[src/rtl/serial_signmag_pkg.sv]
// rtl/serial_signmag_pkg.sv - shared state encoding and default word width for the sign-magnitude decoder
package serial_signmag_pkg;

   localparam int WIDTH_DEFAULT = 8;

   typedef enum logic [1:0] {
      IDLE = 2'd0,
      LOAD = 2'd1,
      EMIT = 2'd2
   } state_t;

endpackage

[src/rtl/serial_negate_cell.sv]
// rtl/serial_negate_cell.sv - bit-serial two's-complement negate (copy up to first 1, invert afterwards)
module serial_negate_cell (
   input  logic clk,
   input  logic areset_n,
   input  logic clr,
   input  logic en,
   input  logic neg,
   input  logic b,
   output logic z
);

   logic one_seen;

   always_ff @(posedge clk or negedge areset_n) begin
      if (!areset_n) begin
         one_seen <= 1'b0;
      end else if (clr) begin
         one_seen <= 1'b0;
      end else if (en && b) begin
         one_seen <= 1'b1;
      end
   end

   // Mealy: the current bit passes unchanged until a 1 has gone by
   assign z = (neg && one_seen) ? ~b : b;

endmodule

[src/rtl/serial_signmag_decoder.sv]
// rtl/serial_signmag_decoder.sv - serial two's-complement to sign-magnitude decoder, optional SIGNMAG_PARALLEL_OUT_EN
module serial_signmag_decoder
   import serial_signmag_pkg::*;
#(
   parameter int WIDTH = WIDTH_DEFAULT
) (
   input  logic             clk,
   input  logic             areset_n,
   input  logic             in_valid,
   input  logic             in_bit,
   output logic             in_ready,
   output logic             out_valid,
   input  logic             out_ready,
   output logic             out_bit,
   output logic             out_sign,
   output logic             out_last
`ifdef SIGNMAG_PARALLEL_OUT_EN
   ,
   output logic [WIDTH-1:0] mag_q,
   output logic             mag_valid
`endif
);

   localparam int CW = $clog2(WIDTH + 1);

   state_t           state;
   logic [WIDTH-1:0] shreg;
   logic [WIDTH-1:0] shreg_in;
   logic [CW-1:0]    cnt;
   logic             sign;
   logic             in_hs;
   logic             out_hs;
   logic             load_done;
   logic             neg_z;

   assign in_ready  = (state != EMIT);
   assign out_valid = (state == EMIT);
   assign in_hs     = in_valid && in_ready;
   assign out_hs    = out_valid && out_ready;
   // LSB arrives first, so after WIDTH shifts it sits in shreg[0]
   assign shreg_in  = {in_bit, shreg[WIDTH-1:1]};
   assign load_done = (state == LOAD) && in_hs && (cnt == CW'(WIDTH - 1));
   assign out_last  = out_valid && (cnt == CW'(WIDTH - 1));
   assign out_sign  = out_valid && sign;
   assign out_bit   = out_valid && neg_z;

   always_ff @(posedge clk or negedge areset_n) begin
      if (!areset_n) begin
         state <= IDLE;
         shreg <= '0;
         cnt   <= '0;
         sign  <= 1'b0;
      end else begin
         case (state)
            IDLE: begin
               if (in_hs) begin
                  shreg <= shreg_in;
                  cnt   <= CW'(1);
                  state <= LOAD;
               end
            end
            LOAD: begin
               if (in_hs) begin
                  shreg <= shreg_in;
                  if (load_done) begin
                     sign  <= in_bit;
                     cnt   <= '0;
                     state <= EMIT;
                  end else begin
                     cnt <= cnt + CW'(1);
                  end
               end
            end
            EMIT: begin
               if (out_hs) begin
                  shreg <= {1'b0, shreg[WIDTH-1:1]};
                  if (out_last) begin
                     cnt   <= '0;
                     state <= IDLE;
                  end else begin
                     cnt <= cnt + CW'(1);
                  end
               end
            end
            default: state <= IDLE;
         endcase
      end
   end

   serial_negate_cell u_negate (
      .clk      (clk),
      .areset_n (areset_n),
      .clr      (load_done),
      .en       (out_hs),
      .neg      (sign),
      .b        (shreg[0]),
      .z        (neg_z)
   );

`ifdef SIGNMAG_PARALLEL_OUT_EN
   // Wrap-around negate is exact for the most-negative word when read as unsigned
   always_ff @(posedge clk or negedge areset_n) begin
      if (!areset_n) begin
         mag_q     <= '0;
         mag_valid <= 1'b0;
      end else begin
         mag_valid <= load_done;
         if (load_done) begin
            mag_q <= in_bit ? (~shreg_in + WIDTH'(1)) : shreg_in;
         end
      end
   end
`endif

endmodule

[config.mk]
export PLATFORM = sky130hd
export DESIGN_NAME = serial_signmag_decoder
export DESIGN_NICKNAME = d
export VERILOG_FILES = /design/src/rtl/serial_signmag_pkg.sv /design/src/rtl/serial_negate_cell.sv /design/src/rtl/serial_signmag_decoder.sv
export SDC_FILE = /design/constraint.sdc
export NUM_CORES = 1
export LEC_CHECK = 0
export BUFFER_PORTS_ARGS = -buffer_cell sky130_fd_sc_hd__buf_2
export CAP_MARGIN = 10
export CORE_UTILIZATION = 33
export CTS_CLUSTER_SIZE = 8
export DETAILED_ROUTE_END_ITERATION = 16
export GPL_ROUTABILITY_DRIVEN = 0
export MAX_ROUTING_LAYER = met4
export PLACE_DENSITY_LB_ADDON = 0.25
export SYNTH_ARGS = -nofsm -noshare
export SYNTH_HDL_FRONTEND = slang
export SYNTH_SLANG_ARGS = --single-unit
export TNS_END_PERCENT = 1
[constraint.sdc]
create_clock -name clk -period 4.7 [get_ports clk]
set_input_delay 0.235 -clock clk [delete_from_list [all_inputs] [get_ports clk]]
set_output_delay 0.235 -clock clk [all_outputs]
set_load 0.03 [all_outputs]
==> results.yml <==
outcome:
  status: "complete, no violations"
sta:
  setup_violations: 0
  slew_headroom_pct: 71.3
  max_freq_ghz: 0.509
  hold_violations: 0
  slew_violations: 0
  rsz0062_at_grt: "no"
  fin_crit_ns: 1.97
  fin_hold_ws_ns: 0.189
  finalSetupTns_ns: 0
  post-route-period-util_pct: 41.8
  finClkSkew_ns: 0.00424
  tightest_slew_ns: 0.431
setup_path:
  critPathKind: "register to register"
  arrival_ns: 2.19
  cp-startpoint: "state[1]$_DFFE_PN0P_"
  endpoint_kind: "register"
  required_ns: 4.92
  r2r-start: "state[1]$_DFFE_PN0P_"
  critical_path.startpoint_type: "register"
  critical_path_peak_fanout: 7
floorplanning:
  initial_core_util_pct: 34.8
  design.core.area_mm2: 0.00276
  io_pins: 10
  die_x_um: 56.0
  die_y_um: 56.0
  rows: 19
  die_area_mm2: 0.00313
clocking:
  cts_buffers: 3
  cts_root_buf: "clkbuf_4"
  cts.repair.resized: 0
  cts_tree: "done"
  clock_path_buffers: 2
  clock_sinks: 16
  htree_levels: 1
  insertion_delay_ns: 0.28
  clk_pin_slew_ns: 0.08
pwr:
  pwr-share-comb_pct: 55.9
  internal_power_mw: 0.405
  switching_power_mw: 0.278
  leakagePower_nw: 0.481
  vdd_drop_max_mv: 0.250
  pwr-share-seq_pct: 34.2
  p_clk_share_pct: 9.9
  power.density_mw_per_mm2: 647
  p_sw_share_pct: 40.7
routing:
  drt_iter0_drc: 11
  drc_errors: 0
  viasPerCell: 5.08
  vias: 615
  post_drt_wl_per_cell_um: 13.1
  drt-pass1-iter-count: 4
  finalWirelength_mm: 1.58
  drtAntennaViolNets: 0
yosys:
  syn_area_um2: 961
  synth_cell_types: 35
  ys_seq_area_share_pct: 41.7
  synth_cells: 79
  ys_seq_elements: 16
  syn_avg_cell_area_um2: 12.2
  yosysTopAreaCell: "dfrtp_1"
  synthFlopType: "dfrtp_1"
  synth-edff-count: 0
  async_reset_ff_share_pct: 100
  synth_top_area_share_pct: 41.7
  synth_area_leaders: "dfrtp_1 42%, mux2_1 9.4%, ha_1 7.8%, mux2_4 3.1%, o221ai_4 2.7%"
  synth_fp_nets: 90
  ys_warn_count: 0
placed_design:
  portBuffers: 9
  dp_hpwl_mm: 1.26
flow_run:
  cap_violations: 0
grt:
  grt_max_degree: 17
  grt_pass1_wl_mm: 2.86
  grt-ovfl-total: 0
  grt_pass1_vias: 609
  antenna_found_initial: 0
  grtUsageTotal_pct: 12.1
finish:
  final_nets: 103
  num-fill-cells: 276
  area_growth_pct: 9.77
  regArea_um2: 400
  diodes: 0
  drive_above_1_share_pct: 27.8
  multi_input_area_um2: 527
min_path:
  hold_start: "in_bit"
  min_path_type: "input port to register"
power by group through the flow:
stage	registers (mW)	clock network [mW]	logic, mW
final	0.234	0.0674	0.382
after global routing	0.243	0.0808	0.423
after CTS	0.235	0.0725	0.386
after detailed placement	0.237	0	0.382
after global placement	0.235	0	0.378
after floorplan	0.226	0	0.336
cell usage in the layout (no fill, tap or decap):
cell type	netlist	layout
nor3b_1	1	1
nor4b_2	1	1
nor3b_4	1	1
dlygate4sd3_1	0	1
o21bai_4	1	1
o31a_1	1	1
a21bo_1	1	1
nor2b_1	1	1
clkbuf_4	0	3
a21oi_2	1	1
nand3b_1	1	1
ha_1	6	6
dfrtp_1	16	16
a31oi_1	1	1
nor3b_2	1	1
nor2_1	4	4
o21a_4	1	1
inv_1	2	2
nand2_1	5	5
and3_1	1	1
o221ai_4	1	1
and2_1	1	1
buf_2	0	9
a22o_1	1	1
a21oi_1	3	3
o21a_1	1	1
nor2_2	1	1
nand3_1	3	3
mux2_1	8	8
a21o_4	1	1
xor2_1	1	1
mux2_4	2	2
inv_2	1	1
a221oi_2	1	1
or2_1	1	1
nand2b_1	1	1
o21ai_1	4	4
layout make-up:
class | count | area share (%)
Clock buffer | 3 | 2.14
Inverter | 3 | 1.07
Multi-Input combinational cell | 58 | 49.9
Sequential cell | 16 | 38.0
Tap cell | 31 | 3.68
Timing Repair Buffer | 10 | 5.22
worst max-delay path, cell delays in order (launching register included):
cell and delay [ns]:
dfrtp_1 0.46, inv_1 0.13, ha_1 0.39, or2_1 0.25
a221oi_2 0.37, a21oi_1 0.13, a21bo_1 0.19
per-stage QoR:
| stage | instance area, µm² | setup WS (ns) | total power [mW] | utilization (%) | cells |
|---|---|---|---|---|---|
| 2_1_floorplan | 961 | 2.79 | 0.561 | - | 79 |
| 4_1_cts | 1050 | 2.72 | 0.693 | 38.2 | 121 |
| 6_report | 1050 | 2.73 | 0.683 | 38.2 | 121 |
| 3_5_place_dp | 1020 | 2.75 | 0.620 | 37.1 | 117 |
| 3_3_place_gp | 1020 | 2.79 | 0.613 | 37.1 | 117 |
| 5_1_grt | 1050 | 2.62 | 0.747 | 38.2 | 121 |
sequential cells by signal (all words and copies together) (netlist names):
| name | count |
|---|---|
| state | 2 |
| sign | 1 |
| cnt | 4 |
| shreg | 8 |
| u_negate.one_seen | 1 |
path summary, 6_finish.rpt:
check,end,slack [ns],depth (start not counted)
max in group asynchronous,shreg[5]$_DFFE_PN0P_,4.05,2
setup reg to reg,cnt[3]$_DFFE_PN0P_,2.73,6
setup / recovery,cnt[3]$_DFFE_PN0P_,2.73,6
hold reg to reg,shreg[0]$_DFFE_PN0P_,0.48,1
hold / removal,sign$_DFFE_PN0P_,0.19,2
min in group asynchronous,shreg[7]$_DFFE_PN0P_,0.39,2
cell usage after synthesis, types with 2 or more instances:
library cell and number:
mux2_1 8, mux2_4 2, nand3_1 3, inv_1 2, o21ai_1 4, nand2_1 5, ha_1 6, dfrtp_1 16
nor2_1 4, buf_6 2, a21oi_1 3
repair_timing:
action / 4_1_cts / 5_1_grt
endpoints found under the hold margin: 16 / 0
hold buffers: 1 / 0
buffers inserted: 0 / 0
cell families after synthesis:
group	after synthesis	synth area share, %
xor gates and xnor gates	1	0.912
buffers and inverters	5	3.52
and+or+nand+nor	23	15.4
muxes	10	12.5
adders and majority gates	6	7.81
AOI/OAI and AO/OA	18	18.2
DFF	16	41.7
per-layer routing:
metal	vias to the layer above	wire length, µm	track usage, %
met3	2	52	3.72
met2	7	776	19.9
li1	308	-	-
met5	-	0	-
met1	298	742	14.4
met4	0	12	3.14
Note: power is estimated with default switching activity, not from simulation.
